File: config.mk
export PLATFORM = sky130hd
export DESIGN_NAME = jellyvl_etherneco_tx_scheduler
export DESIGN_NICKNAME = d
export VERILOG_FILES = /design/src/rtl/jellyvl_etherneco_pkg.sv /design/src/rtl/jellyvl_etherneco_next_src.sv /design/src/rtl/jellyvl_etherneco_tx_scheduler.sv
export SDC_FILE = /design/constraint.sdc
export NUM_CORES = 1
export LEC_CHECK = 0
export BUFFER_PORTS_ARGS = -buffer_cell sky130_fd_sc_hd__buf_2
export CORE_ASPECT_RATIO = 0.7
export CORE_MARGIN = 2
export CORE_UTILIZATION = 50
export DETAILED_ROUTE_END_ITERATION = 16
export GPL_TIMING_DRIVEN = 0
export MAX_ROUTING_LAYER = met4
export PLACE_DENSITY = 0.85
export REMOVE_ABC_BUFFERS = 1
export SYNTH_ARGS = -nofsm -noshare
export SYNTH_HDL_FRONTEND = slang
export SYNTH_HIERARCHICAL = 1
export SYNTH_SLANG_ARGS = --single-unit
File: constraint.sdc
create_clock -name clk -period 3.9 [get_ports clk]
set_input_delay 0.195 -clock clk [delete_from_list [all_inputs] [get_ports clk]]
set_output_delay 0.195 -clock clk [all_outputs]
set_load 0.05 [all_outputs]
File: src/rtl/jellyvl_etherneco_pkg.sv
// Shared types for the etherneco ring TX path: scheduler FSM state codes and default length type.
package jellyvl_etherneco_pkg;

   typedef logic [1:0] state_t;

   localparam state_t ST_IDLE   = 2'd0;
   localparam state_t ST_START  = 2'd1;
   localparam state_t ST_STREAM = 2'd2;
   localparam state_t ST_GAP    = 2'd3;

   localparam int DEFAULT_LEN_WIDTH = 16;
   typedef logic [DEFAULT_LEN_WIDTH-1:0] length_t;

endpackage

File: src/rtl/jellyvl_etherneco_next_src.sv
// Combinational finder: lowest set mask bit strictly above base, or lowest set bit overall when from_start.
module jellyvl_etherneco_next_src #(
   parameter int NUM_SRC   = 2,
   parameter int IDX_WIDTH = 1
)(
   input  logic [NUM_SRC-1:0]   mask,
   input  logic                 from_start,
   input  logic [IDX_WIDTH-1:0] base,
   output logic                 found,
   output logic [IDX_WIDTH-1:0] idx
);

   // Scan downward so the lowest qualifying index is the one left standing.
   always_comb begin
      found = 1'b0;
      idx   = '0;
      for (int i = NUM_SRC - 1; i >= 0; i--) begin
         if (mask[i] && (from_start || (i > int'(base)))) begin
            found = 1'b1;
            idx   = IDX_WIDTH'(i);
         end
      end
   end

endmodule

File: src/rtl/jellyvl_etherneco_tx_scheduler.sv
// Per-period TX sequencer: grants the framer to each enabled source in index order, one packet each.
// Statistics counters exist only when JELLYVL_ETHERNECO_TX_SCHEDULER_STATS_EN is defined.
module jellyvl_etherneco_tx_scheduler
   import jellyvl_etherneco_pkg::*;
#(
   parameter int  NUM_SRC        = 2,
   parameter int  LEN_WIDTH      = 16,
   parameter int  GAP_CYCLES     = 16,
   parameter int  TIMEOUT_CYCLES = 4096,
   localparam int IDX_WIDTH      = (NUM_SRC > 1) ? $clog2(NUM_SRC) : 1
)(
   input  logic                         reset,
   input  logic                         clk,
   input  logic                         trigger,
   input  logic [NUM_SRC-1:0]           src_enable,
   input  logic [NUM_SRC*LEN_WIDTH-1:0] src_length,
   output logic [NUM_SRC-1:0]           src_start,
   input  logic [NUM_SRC-1:0]           s_last,
   input  logic [NUM_SRC*8-1:0]         s_data,
   input  logic [NUM_SRC-1:0]           s_valid,
   output logic [NUM_SRC-1:0]           s_ready,
   output logic                         tx_start,
   output logic [LEN_WIDTH-1:0]         tx_length,
   output logic                         tx_cancel,
   output logic                         m_last,
   output logic [7:0]                   m_data,
   output logic                         m_valid,
   input  logic                         m_ready,
   output logic                         busy,
   output logic                         overrun,
   output logic [IDX_WIDTH-1:0]         cur_src,
   output logic [31:0]                  pkt_count,
   output logic [15:0]                  overrun_count
);

   localparam int GAP_W = (GAP_CYCLES > 1) ? $clog2(GAP_CYCLES) : 1;
   localparam int TO_W  = (TIMEOUT_CYCLES > 1) ? $clog2(TIMEOUT_CYCLES) : 1;
   localparam logic [GAP_W-1:0] GAP_LOAD = GAP_W'(GAP_CYCLES - 1);
   localparam logic [TO_W-1:0]  TO_LAST  = TO_W'(TIMEOUT_CYCLES - 1);

   state_t                       state;
   logic [NUM_SRC-1:0]           mask_q;
   logic [NUM_SRC-1:0]           mask_new;
   logic [NUM_SRC*LEN_WIDTH-1:0] len_q;
   logic [GAP_W-1:0]             gap_cnt;
   logic [TO_W-1:0]              to_cnt;
   logic                         nxt_found;
   logic [IDX_WIDTH-1:0]         nxt_idx;
   logic                         timeout;
   logic                         hs;
   logic                         hs_last;

   always_comb begin
      for (int i = 0; i < NUM_SRC; i++) begin
         mask_new[i] = src_enable[i] && (src_length[i*LEN_WIDTH +: LEN_WIDTH] != '0);
      end
   end

   // In IDLE the search runs on the live inputs so the trigger cycle itself can grant.
   jellyvl_etherneco_next_src #(
      .NUM_SRC   (NUM_SRC),
      .IDX_WIDTH (IDX_WIDTH)
   ) u_next_src (
      .mask       ((state == ST_IDLE) ? mask_new : mask_q),
      .from_start (state == ST_IDLE),
      .base       (cur_src),
      .found      (nxt_found),
      .idx        (nxt_idx)
   );

   assign timeout   = (state == ST_STREAM) && (to_cnt == TO_LAST);
   assign tx_start  = (state == ST_START);
   assign tx_cancel = timeout;
   assign busy      = (state != ST_IDLE);
   assign overrun   = trigger && (state != ST_IDLE);
   assign hs        = m_valid && m_ready;
   assign hs_last   = hs && m_last;

   // Zero-latency payload path; the cancel cycle blocks any handshake on either side.
   always_comb begin
      src_start = '0;
      s_ready   = '0;
      m_last    = 1'b0;
      m_data    = 8'd0;
      m_valid   = 1'b0;
      for (int i = 0; i < NUM_SRC; i++) begin
         if (cur_src == IDX_WIDTH'(i)) begin
            src_start[i] = (state == ST_START);
            if (state == ST_STREAM) begin
               m_last     = s_last[i];
               m_data     = s_data[i*8 +: 8];
               m_valid    = s_valid[i] && !timeout;
               s_ready[i] = m_ready && !timeout;
            end
         end
      end
   end

   always_ff @(posedge clk) begin
      if (reset) begin
         state     <= ST_IDLE;
         cur_src   <= '0;
         tx_length <= '0;
         mask_q    <= '0;
         len_q     <= '0;
         gap_cnt   <= '0;
         to_cnt    <= '0;
      end else begin
         case (state)
            ST_IDLE: begin
               if (trigger) begin
                  mask_q <= mask_new;
                  len_q  <= src_length;
                  if (nxt_found) begin
                     cur_src <= nxt_idx;
                     for (int i = 0; i < NUM_SRC; i++) begin
                        if (nxt_idx == IDX_WIDTH'(i)) tx_length <= src_length[i*LEN_WIDTH +: LEN_WIDTH];
                     end
                     state <= ST_START;
                  end
               end
            end
            ST_START: begin
               to_cnt <= '0;
               state  <= ST_STREAM;
            end
            ST_STREAM: begin
               if (hs_last || timeout) begin
                  gap_cnt <= GAP_LOAD;
                  state   <= ST_GAP;
               end else if (hs) begin
                  to_cnt <= '0;
               end else begin
                  to_cnt <= to_cnt + TO_W'(1);
               end
            end
            default: begin
               if (gap_cnt == '0) begin
                  if (nxt_found) begin
                     cur_src <= nxt_idx;
                     for (int i = 0; i < NUM_SRC; i++) begin
                        if (nxt_idx == IDX_WIDTH'(i)) tx_length <= len_q[i*LEN_WIDTH +: LEN_WIDTH];
                     end
                     state <= ST_START;
                  end else begin
                     state <= ST_IDLE;
                  end
               end else begin
                  gap_cnt <= gap_cnt - GAP_W'(1);
               end
            end
         endcase
      end
   end

`ifdef JELLYVL_ETHERNECO_TX_SCHEDULER_STATS_EN
   always_ff @(posedge clk) begin
      if (reset) begin
         pkt_count     <= '0;
         overrun_count <= '0;
      end else begin
         if (hs_last) pkt_count <= pkt_count + 32'd1;
         if (overrun && (overrun_count != 16'hFFFF)) overrun_count <= overrun_count + 16'd1;
      end
   end
`else
   assign pkt_count     = '0;
   assign overrun_count = '0;
`endif

endmodule

Word level (Yosys, flattened, before mapping)

Index checks and enable logic that the tools add are counted.

Bits in writable memories: 0
Bits in latches: 0
Memories: 0
Logic and storage cells: 94
Register bits: 69
ROM bits: 0

Div/mod/pow operators: 0
Mux-type cells: 44
Multipliers: 0
Equal/unequal tests: 8
Bitwise gates (word level): 2
Add/subtract/negate cells: 2
Order comparisons: 1
Shifts and indexed selects: 0
Reduce and logical (&&, ||, !) cells: 30

Operator list:

| operator                                             | count |
|---|---|
| 2-to-1 mux 16 bit                                    | 6 |
| 2-to-1 mux 8 bit                                     | 4 |
| case mux 16 bit (2 select lines)                     | 1 |
| nonzero test 16 bit                                  | 2 |
| 2-to-1 mux 12 bit                                    | 2 |
| case mux 12 bit (2 select lines)                     | 1 |
| 2-to-1 mux 1 bit                                     | 20 |
| adder 12 x 1 -> 12 bit (second input constant)       | 1 |
| equality test 12 bit (second input constant)         | 1 |
| logical AND 1 bit                                    | 11 |
| 2-to-1 mux 2 bit                                     | 5 |
| 2-to-1 mux 4 bit                                     | 2 |
| inequality test 2 bit (second input constant)        | 4 |
| case mux 4 bit (2 select lines)                      | 1 |
| AND reduction 4 bit                                  | 2 |
| case mux 2 bit (3 select lines)                      | 1 |
| AND reduction 3 bit                                  | 2 |
| nonzero test 2 bit                                   | 3 |
| logical NOT 4 bit                                    | 1 |
| AND reduction 2 bit                                  | 2 |
| nonzero test 4 bit                                   | 1 |
| OR reduction 2 bit                                   | 2 |
| subtractor 4 x 1 -> 4 bit (second input constant)    | 1 |
| equality test 2 x 1 -> 1 bit (second input constant) | 1 |
| 8 further kinds                                      | 10 |

Longest topological paths before layout

Gate-level depths: netlist (run 1).

Word-level depth: 13
Gate-level depth with buffers: 12

By module

Netlist (run 1), hierarchy kept.

By module, submodules not included:

| module                         | cells an instance | area each (um^2) | times used |
|---|---|---|---|
| jellyvl_etherneco_tx_scheduler | 466               | 3875.0           | 1 |
| jellyvl_etherneco_next_src     | 5                 | 32.5             | 1 |

Least setup slack after synthesis (run 1)

No wires, ideal clock.

Path kind: register to register
Start: register state[0]
End: register tx_length[0]
Stages on the path, launching flop included: 12
Arrival: 2.686 ns
Data required time: 3.768 ns
Slack: 1.082 ns
Setup time: 0.132 ns
Path buffers: 4
Cell sequence: dfxtp_1 inv_1 ha_1 buf_2 buf_2 mux2_2 a211oi_2 clkbuf_1 clkbuf_1 mux4_2 nand2_1 a21oi_1

Cells in the longest elaborated chain, start to end: 9
Elaborated cells between the ends (all ways): 22

Ends and longest elaborated chain:

| element                                              | line                                                                         | text |
|---|---|---|
| start: declaration                                   | jellyvl_etherneco_tx_scheduler.sv:41                                         | `state_t state;` |
| start signal: assignment                             | jellyvl_etherneco_tx_scheduler.sv:101                                        | `state <= ST_IDLE;` |
| start signal: assignment                             | jellyvl_etherneco_tx_scheduler.sv:119                                        | `state <= ST_START;` |
| start signal: assignment                             | jellyvl_etherneco_tx_scheduler.sv:125                                        | `state <= ST_STREAM;` |
| logical NOT 2 bit (*)                                | jellyvl_etherneco_tx_scheduler.sv:64, jellyvl_etherneco_tx_scheduler.sv:65   |  |
| 2-to-1 mux 2 bit or logical OR 1 bit (tied branches) | jellyvl_etherneco_tx_scheduler.sv:64, jellyvl_etherneco_next_src.sv:18       |  |
| logical AND 1 bit                                    | jellyvl_etherneco_next_src.sv:18                                             | `if (mask[i] && (from_start \|\| (i > int'(base)))) begin` |
| 2-to-1 mux 1 bit                                     | jellyvl_etherneco_next_src.sv:18                                             |  |
| 2-to-1 mux 1 bit (*)                                 | jellyvl_etherneco_next_src.sv:18                                             |  |
| named net nxt_idx                                    | jellyvl_etherneco_tx_scheduler.sv:48                                         | `logic [IDX_WIDTH-1:0] nxt_idx;` |
| 2-to-1 mux 16 bit, on equally long branches          | jellyvl_etherneco_tx_scheduler.sv:142, jellyvl_etherneco_tx_scheduler.sv:117 |  |
| 2-to-1 mux 16 bit, on equally long branches          | jellyvl_etherneco_tx_scheduler.sv:139, jellyvl_etherneco_tx_scheduler.sv:114 |  |
| 2-to-1 mux 16 bit, on equally long branches          | jellyvl_etherneco_tx_scheduler.sv:138, jellyvl_etherneco_tx_scheduler.sv:111 |  |
| case mux 16 bit (2 select lines) (*)                 | jellyvl_etherneco_tx_scheduler.sv:109                                        | `case (state)` |
| end signal: assignment                               | jellyvl_etherneco_tx_scheduler.sv:117                                        | `if (nxt_idx == IDX_WIDTH'(i)) tx_length <= src_length[i*LEN_WIDTH +: LEN_WIDTH];` |
| end signal: assignment                               | jellyvl_etherneco_tx_scheduler.sv:142                                        | `if (nxt_idx == IDX_WIDTH'(i)) tx_length <= len_q[i*LEN_WIDTH +: LEN_WIDTH];` |
| end: declaration                                     | jellyvl_etherneco_tx_scheduler.sv:23                                         | `output logic [LEN_WIDTH-1:0] tx_length,` |

Mark *: on every way through the listed nets, which the timed path passes. The rest lies on a longest branch. The select of a mux whose other input is x is not followed.
A chain may end at the register's enable or synchronous reset.

Final worst setup path (run 1)

Start: register state[1]
End: register tx_length[10]

Same word-level chain as after synthesis.

==> reports/results.tsv, run 1 <==
stage	metric	value	unit
outcome	status	complete, no violations	
critical_path	number of cells on the worst reg-to-reg path	7	
clocking	TritonCTS Buffers	9	
synth	Synth Register Bits	69	
die	Die Y-Extent	77.97	um
die	initial core utilization	52.45	%
synth	Synth area leaders	dfxtp_1, nand2_1, buf_4, mux4_2, a21oi_1	
cells_and_area	synth-to-layout area growth	12.68	%
synth	count leader, synth	nand2_1	
synth	EDFF count, synth	0	
detailed_routing	Routed WL	9247	um
synth	Yosys cell types	49	
sta	setup_tns	0	ns
detailed_routing	WL/cell	14.23	um
synth	post-synthesis adder-cell area fraction	1.921	%
die	Core ar.	0.007450	sq mm
critical_path	Crit Path Class	reg -> reg	
sta	clk_skew	0.01027	ns
sta	worst slew pin tran	1.199	ns
cells_and_area	nets@finish	611	
clocking	Post-CTS Hold Buffers	0	
synth	mux contribution to synthesized area	13.13	%
detailed_routing	total iterations of the first detailed-routing run	5	
synth	cell taking the most area after synthesis	dfxtp_1	
clocking	maximum buffer depth of the clock tree	2	
power_and_ir_drop	P_leak	1.871	nW
min_path	HP Class	in -> reg	
synth	post-synthesis xor/xnor area fraction	1.121	%
place	DP HPWL	6709	um
sta	minimum clock period	3.214	ns
sta	Hold Slack	0.09338	ns
cells_and_area	filler cell count	678	
clocking	Clock transition at path regs	0.08	ns
detailed_routing	vias post-DR	3453	
detailed_routing	Vias/cell	5.312	
cells_and_area	layout cells sized above 1	24.46	%
synth	post-synthesis cell area	0.003907	sq mm
cells_and_area	final instance count without filler cells	650	
global_route	pin count of the biggest net entering global routing	61	
die	die width	109.7	um
synth	warnings from Yosys	6	
die	# IOs	141	
critical_path	critical path arrival	3.40	ns
critical_path	CP Max Fanout	29	
critical_path	CP Capture Type	register	
sta	final setup vio count	0	
place	Port Buffers	92	
synth	ys flop type	dfxtp_1	
synth	cell count after synthesis	471	
detailed_routing	final antenna-violating net count	0	
place	DP Worst Slack	0.2967	ns
global_route	Overflow after GRT	0	
global_route	vias in the first global route	3254	
clocking	TritonCTS clock tree	done	
critical_path	crit path from	state[1]	
clocking	H-tree Lvls	3	
sta	worst relative slew slack	20.07	%
critical_path	Data required, critical path	4.09	ns
critical_path	R2R Setup Slk	0.69	ns
clocking	CTS root buffer	clkbuf_8	
place	GPL Wtd Cong	0.8574	
synth	Synth Area in Compound Gates	14.28	%
cells_and_area	fin util	59.10	%
clocking	TritonCTS Sinks	69	
critical_path	Reg2Reg Launch Point	state[1]	
power_and_ir_drop	PwrDens	822.4	mW/mm^2
sta	fmax	311.2	MHz
synth	post-synth top area share	35.35	%
synth	mean post-synth cell area	8.296	sq um
critical_path	end of the worst register-to-register path	tx_length[10]	
synth	largest family of logic cells by synthesized area	simple AND/OR/NAND/NOR gates	
power_and_ir_drop	maximum vdd ir drop	411.3	uV
sta	ratio of final minimum period to clock period	82.40	%
clocking	worst-skew pair later-pin latency	0.35	ns
synth	FFs w/ async S/R, synth	0	%
synth	post-synthesis sequential area ratio	35.35	%
power_and_ir_drop	Tot Pwr	3.621	mW
sta	RSZ-0062 raised after global routing	no	
place	dpl cells	634	
sta	final worst slack	0.6864	ns
sta	Final Max Slew Viols	0	
critical_path	CP Launch Type	register	
sta	Final Hold Vio Count	0	
die	FP Rows	26	
synth	top post-synthesis cells by count	nand2_1, dfxtp_1, a21oi_1	
global_route	initial antenna violation count	0	
place	placed inst area	0.004194	sq mm
detailed_routing	initial drt markers	186	
flow_run	max cap viols	0	
cells_and_area	final instance area	0.004403	sq mm
die	die area	0.008550	sq mm
detailed_routing	DRC errors left	0	
global_route	first-pass GRT wire length	14690	um
global_route	total track usage	22.43	%
critical_path	CP endpoint	tx_length[10]	
cells_and_area	antenna cells	0	
synth	post-synthesis simple-gate area fraction	20.88	%
## cells in the final DEF, fill, tap and decap left out, types with 2 or more instances in the layout
cell type and n:
a21oi_1 55, nor3_1 2, a41oi_1 2, nor4_1 9, conb_1 48, a211oi_1 4
and3_1 3, o21ai_0 13, mux4_2 16, o21ai_1 2, mux2i_1 13, and2_1 4
clkinvlp_4 3, a22o_1 3, nand3_1 7, nand2b_1 2, nor2_1 23, buf_2 92
inv_1 11, or3_1 2, mux2_2 2, xnor2_1 4, nand2_1 111, nor2b_1 6
dfxtp_1 69, ha_1 5, nand4_1 5, and4_1 2, clkbuf_8 9
## timing repair
item,in CTS,in global routing
buffers inserted,0,0
resized for setup,0,1
endpoints found under the setup margin,0,17
## layout make-up
type,instances,area (sq um),share of cell area [%]
clock inverters,7,75.07,1.705
multi-input cells,364,2198,49.93
well taps,98,122.6,2.785
clock buffers,9,123.9,2.813
repair buffers,92,460.4,10.46
flip-flops and latches,69,1381,31.37
inverters,11,41.29,0.9378
## logic make-up (layout without fill, tap and decap cells)
logic type                 Yosys count  after routing
buffers and inverters               85            119
xor gates and xnor gates             5              5
other                                1             48
muxes                               31             31
AOI/OAI and AO/OA                   91             91
and+or+nand+nor                    183            183
DFF                                 69             69
adders and majority gates            6              6
## report_power, final
part	internal [mW]	switching, mW	total (mW)
Sequential	0.885	0.123	1.01
Combinational	0.658	1.37	2.03
Clock	0.297	0.287	0.584
## state kept, by name, summed over array words and instances, names as in the netlist
| register | count |
|---|---|
| state | 2 |
| gap_cnt | 4 |
| cur_src | 1 |
| tx_length | 16 |
| mask_q | 2 |
| len_q | 32 |
| to_cnt | 12 |
## how the worst min path moves through the flow
stage,start,endpoint,depth (start not counted)
floorplan,reset,cur_src,1
global placement,len_q[7],len_q[7],2
detailed placement,tx_length[8],tx_length[8],2
CTS,src_length[0],len_q[0],3
global route,src_length[14],len_q[14],3
finish,src_length[14],len_q[14],3
## per-layer routing
metal	wire [um]	track usage [%]	share of wire (%)	vias up
li1	-	-	-	1686
met1	3853	25.59	42	1642
met2	4721	38.40	51	107
met3	515	5.546	5.6	18
met4	157	7.468	1.7	0
met5	0	-	0	-
## worst max-delay path, cell delays in order (launching register included)
cell	delay (ns)
dfxtp_1	0.34
inv_1	0.09
ha_2	0.75
mux2_2	0.45
a211oi_4	0.83
mux4_2	0.43
nand2_1	0.08
a21oi_1	0.06
No activity file was read; power rests on OpenSTA's default activity.
==> inputs of run 2 (changes only) <==
- ABC_AREA: not set -> 1
- CORE_UTILIZATION: 50 -> 51
- PLACE_DENSITY: 0.85 -> 0.86
- clock period: 3.9 -> 3.2 ns (I/O delays scaled with it)
==> reports/results.tsv, run 2 <==
stage	metric	value	unit	change
cells_and_area	nets@finish	738		+21%
global_route	Overflow after GRT	0		unchanged
critical_path	CP Max Fanout	49		+69%
power_and_ir_drop	maximum vdd ir drop	498.9	uV	+21%
global_route	pin count of the biggest net entering global routing	58		-4.9%
synth	post-synthesis cell area	0.004163	sq mm	+6.5%
critical_path	CP Launch Type	register		
min_path	HP Class	in -> reg		
die	FP Rows	27		+3.8%
cells_and_area	final instance count without filler cells	780		+20%
synth	Yosys cell types	36		-27%
cells_and_area	Largest Register	len_q		
synth	cell count after synthesis	603		+28%
synth	warnings from Yosys	6		unchanged
clocking	CTS root buffer	clkbuf_16		
synth	ys flop type	dfxtp_1		
clocking	TritonCTS Buffers	9		unchanged
sta	ratio of final minimum period to clock period	94.35	%	+12 points
sta	fmax	331.2	MHz	+6.4%
sta	final setup vio count	0		unchanged
detailed_routing	DRC errors left	0		unchanged
cells_and_area	synth-to-layout area growth	14.88	%	
flow_run	max cap viols	0		unchanged
synth	top post-synthesis cells by count	o21ai_0, nor2_1, dfxtp_1		
critical_path	Crit Path Class	reg -> reg		
clocking	post-CTS setup buffer count	0		unchanged
critical_path	CP Capture Type	register		
place	Port Buffers	92		unchanged
cells_and_area	biggest regs	len_q (32), tx_length (16), to_cnt (12)		
clocking	H-tree Lvls	3		unchanged
sta	clk_skew	0.007041	ns	-0.003227 ns
detailed_routing	initial drt markers	365		+96%
detailed_routing	total iterations of the first detailed-routing run	5		unchanged
power_and_ir_drop	PwrDens	994.6	mW/mm^2	+21%
cells_and_area	antenna cells	0		unchanged
global_route	total track usage	24.99	%	+2.6 points
die	Die Y-Extent	79.59	um	+2.1%
cells_and_area	final instance area	0.004782	sq mm	+8.6%
place	placed inst area	0.004407	sq mm	+5.1%
outcome	status	complete, no violations		
die	Core ar.	0.007905	sq mm	+6.1%
sta	worst relative slew slack	44.54	%	+24 points
die	die width	112.0	um	+2.1%
detailed_routing	vias post-DR	4279		+24%
global_route	first-pass GRT wire length	17540	um	+19%
synth	cell taking the most area after synthesis	dfxtp_1		
global_route	initial antenna violation count	0		unchanged
place	dpl cells	761		+20%
cells_and_area	max reg flops	32		unchanged
synth	FFs w/ async S/R, synth	0	%	unchanged
synth	count leader, synth	o21ai_0		
place	DP HPWL	7252	um	+8.1%
die	# IOs	141		unchanged
detailed_routing	final antenna-violating net count	0		unchanged
die	die area	0.008913	sq mm	+4.2%
detailed_routing	Routed WL	11260	um	+22%
sta	Hold Slack	0.1115	ns	+0.01813 ns
cells_and_area	layout cells sized above 1	24.01	%	-0.45 points
clocking	Clock transition at path regs	0.06	ns	-0.02 ns
synth	EDFF count, synth	0		unchanged
sta	RSZ-0062 raised after global routing	no		
place	GPL Wtd Cong	0.9216		+7.5%
synth	mean post-synth cell area	6.903	sq um	-17%
clocking	TritonCTS Sinks	69		unchanged
global_route	vias in the first global route	3765		+16%
detailed_routing	WL/cell	14.43	um	+1.4%
clocking	worst-skew pair later-pin latency	0.34	ns	about the same
sta	Final Max Slew Viols	0		unchanged
cells_and_area	commonest cells after routing, fill and taps aside	o21ai_0, buf_2, nor2_1		
critical_path	Data required, critical path	3.42	ns	-0.67 ns
detailed_routing	Vias/cell	5.486		+3.3%
clocking	TritonCTS clock tree	done		
synth	Synth area leaders	dfxtp_1, o21ai_0, buf_4, nor2_1, a21oi_1		
cells_and_area	most common cell after layout, fill and taps aside	o21ai_0		
die	initial core utilization	52.66	%	+0.21 points
sta	minimum clock period	3.019	ns	-0.1945 ns
synth	Synth Register Bits	69		unchanged
synth	post-synthesis sequential area ratio	33.18	%	-2.2 points
sta	Final Hold Vio Count	0		unchanged
power_and_ir_drop	P_leak	2.140	nW	+14%
critical_path	critical path arrival	3.24	ns	-0.16 ns
sta	worst slew pin tran	0.8317	ns	-0.3672 ns
clocking	maximum buffer depth of the clock tree	2		unchanged
synth	post-synth top area share	33.18	%	-2.2 points
==> run 2: changes by cell type after synthesis, moves of 12 or more <==
cell and delta:
nand3_1 +20, inv_1 +30, mux4_2 -16, mux2i_1 -13
a21oi_2 +12, nand2_1 -50, o21ai_0 +86, nor2_1 +57
==> run 2: final timing paths <==
kind,slack (ns),start,cells after the start,to
hold reg to reg,0.45,len_q[12],2,len_q[12]
setup / recovery,0.18,state[1],7,tx_length[7]
hold / removal,0.11,src_length[4],3,len_q[4]
setup reg to reg,0.18,state[1],7,tx_length[7]
==> run 2: logic make-up (layout without fill, tap and decap cells) <==
| kind of cell | after synthesis | in the layout | share of synthesized area, % |
|---|---|---|---|
| AOI/OAI and AO/OA | 180 | 180 | 22.93 |
| other | 1 | 48 | 0.09008 |
| and+or+nand+nor | 217 | 219 | 25.16 |
| buffers and inverters | 130 | 157 | 16.83 |
| DFF | 69 | 69 | 33.18 |
| adders and majority gates | 6 | 6 | 1.803 |
==> run 2: cell type report <==
| type | instances | area [sq um] |
|---|---|---|
| Inverter | 48 | 185.2 |
| Timing Repair Buffer | 92 | 460.4 |
| Clock inverter | 7 | 98.84 |
| Multi-Input combinational cell | 453 | 2297 |
| Sequential cell | 69 | 1381 |
| Fill cell | 685 | 3123 |
| Clock buffer | 9 | 225.2 |
| Timing Repair inverter | 1 | 7.507 |
| Tap cell | 101 | 126.4 |
==> run 2: metal layers <==
layer | global-route usage (%) | part of all wire, % | wire [um] | vias to the layer above
met5 | - | 0 | 0 | -
met4 | 8.171 | 1.5 | 170 | 0
met3 | 6.834 | 9.9 | 1115 | 19
met2 | 40.06 | 46 | 5219 | 243
met1 | 30.96 | 42 | 4753 | 1958
li1 | - | - | - | 2059
==> run 2: through the flow <==
stage | power (mW) | utilization (%) | TNS, ns | worst slack, ns
after floorplan | 2.943 | - | -4.372 | -0.3518
after global placement | 3.433 | 55.75 | -31.89 | -1.279
after detailed placement | 3.514 | 55.75 | -38.18 | -1.406
after CTS | 4.674 | 60.27 | 0 | 0.09459
after global routing | 5.046 | 60.49 | 0 | 0.008039
final | 4.756 | 60.49 | 0 | 0.1809
==> run 2: report_power, final <==
part           switching [mW]  leakage, nW  internal (mW)  total (mW)
clock network           0.396        0.156          0.686        1.08
registers               0.109        0.568           1.07        1.18
logic                    1.87         1.42          0.628        2.50
total                    2.37         2.14           2.38        4.76
==> run 2: repair_timing <==
item / CTS / global route
gates cloned: 1 / 2
hold buffers: 0 / 0
gates resized for setup: 6 / 2
pin swaps: 1 / 1
endpoints found under the setup margin: 51 / 9
==> run 2: critical path: stages, from the launching register on <==
cell,delay [ns]
dfxtp_1,0.35
inv_1,0.14
ha_4,0.41
nand2_2,0.57
o21ai_2,0.57
nand2_2,0.44
o21ai_0,0.34
nor2_1,0.07
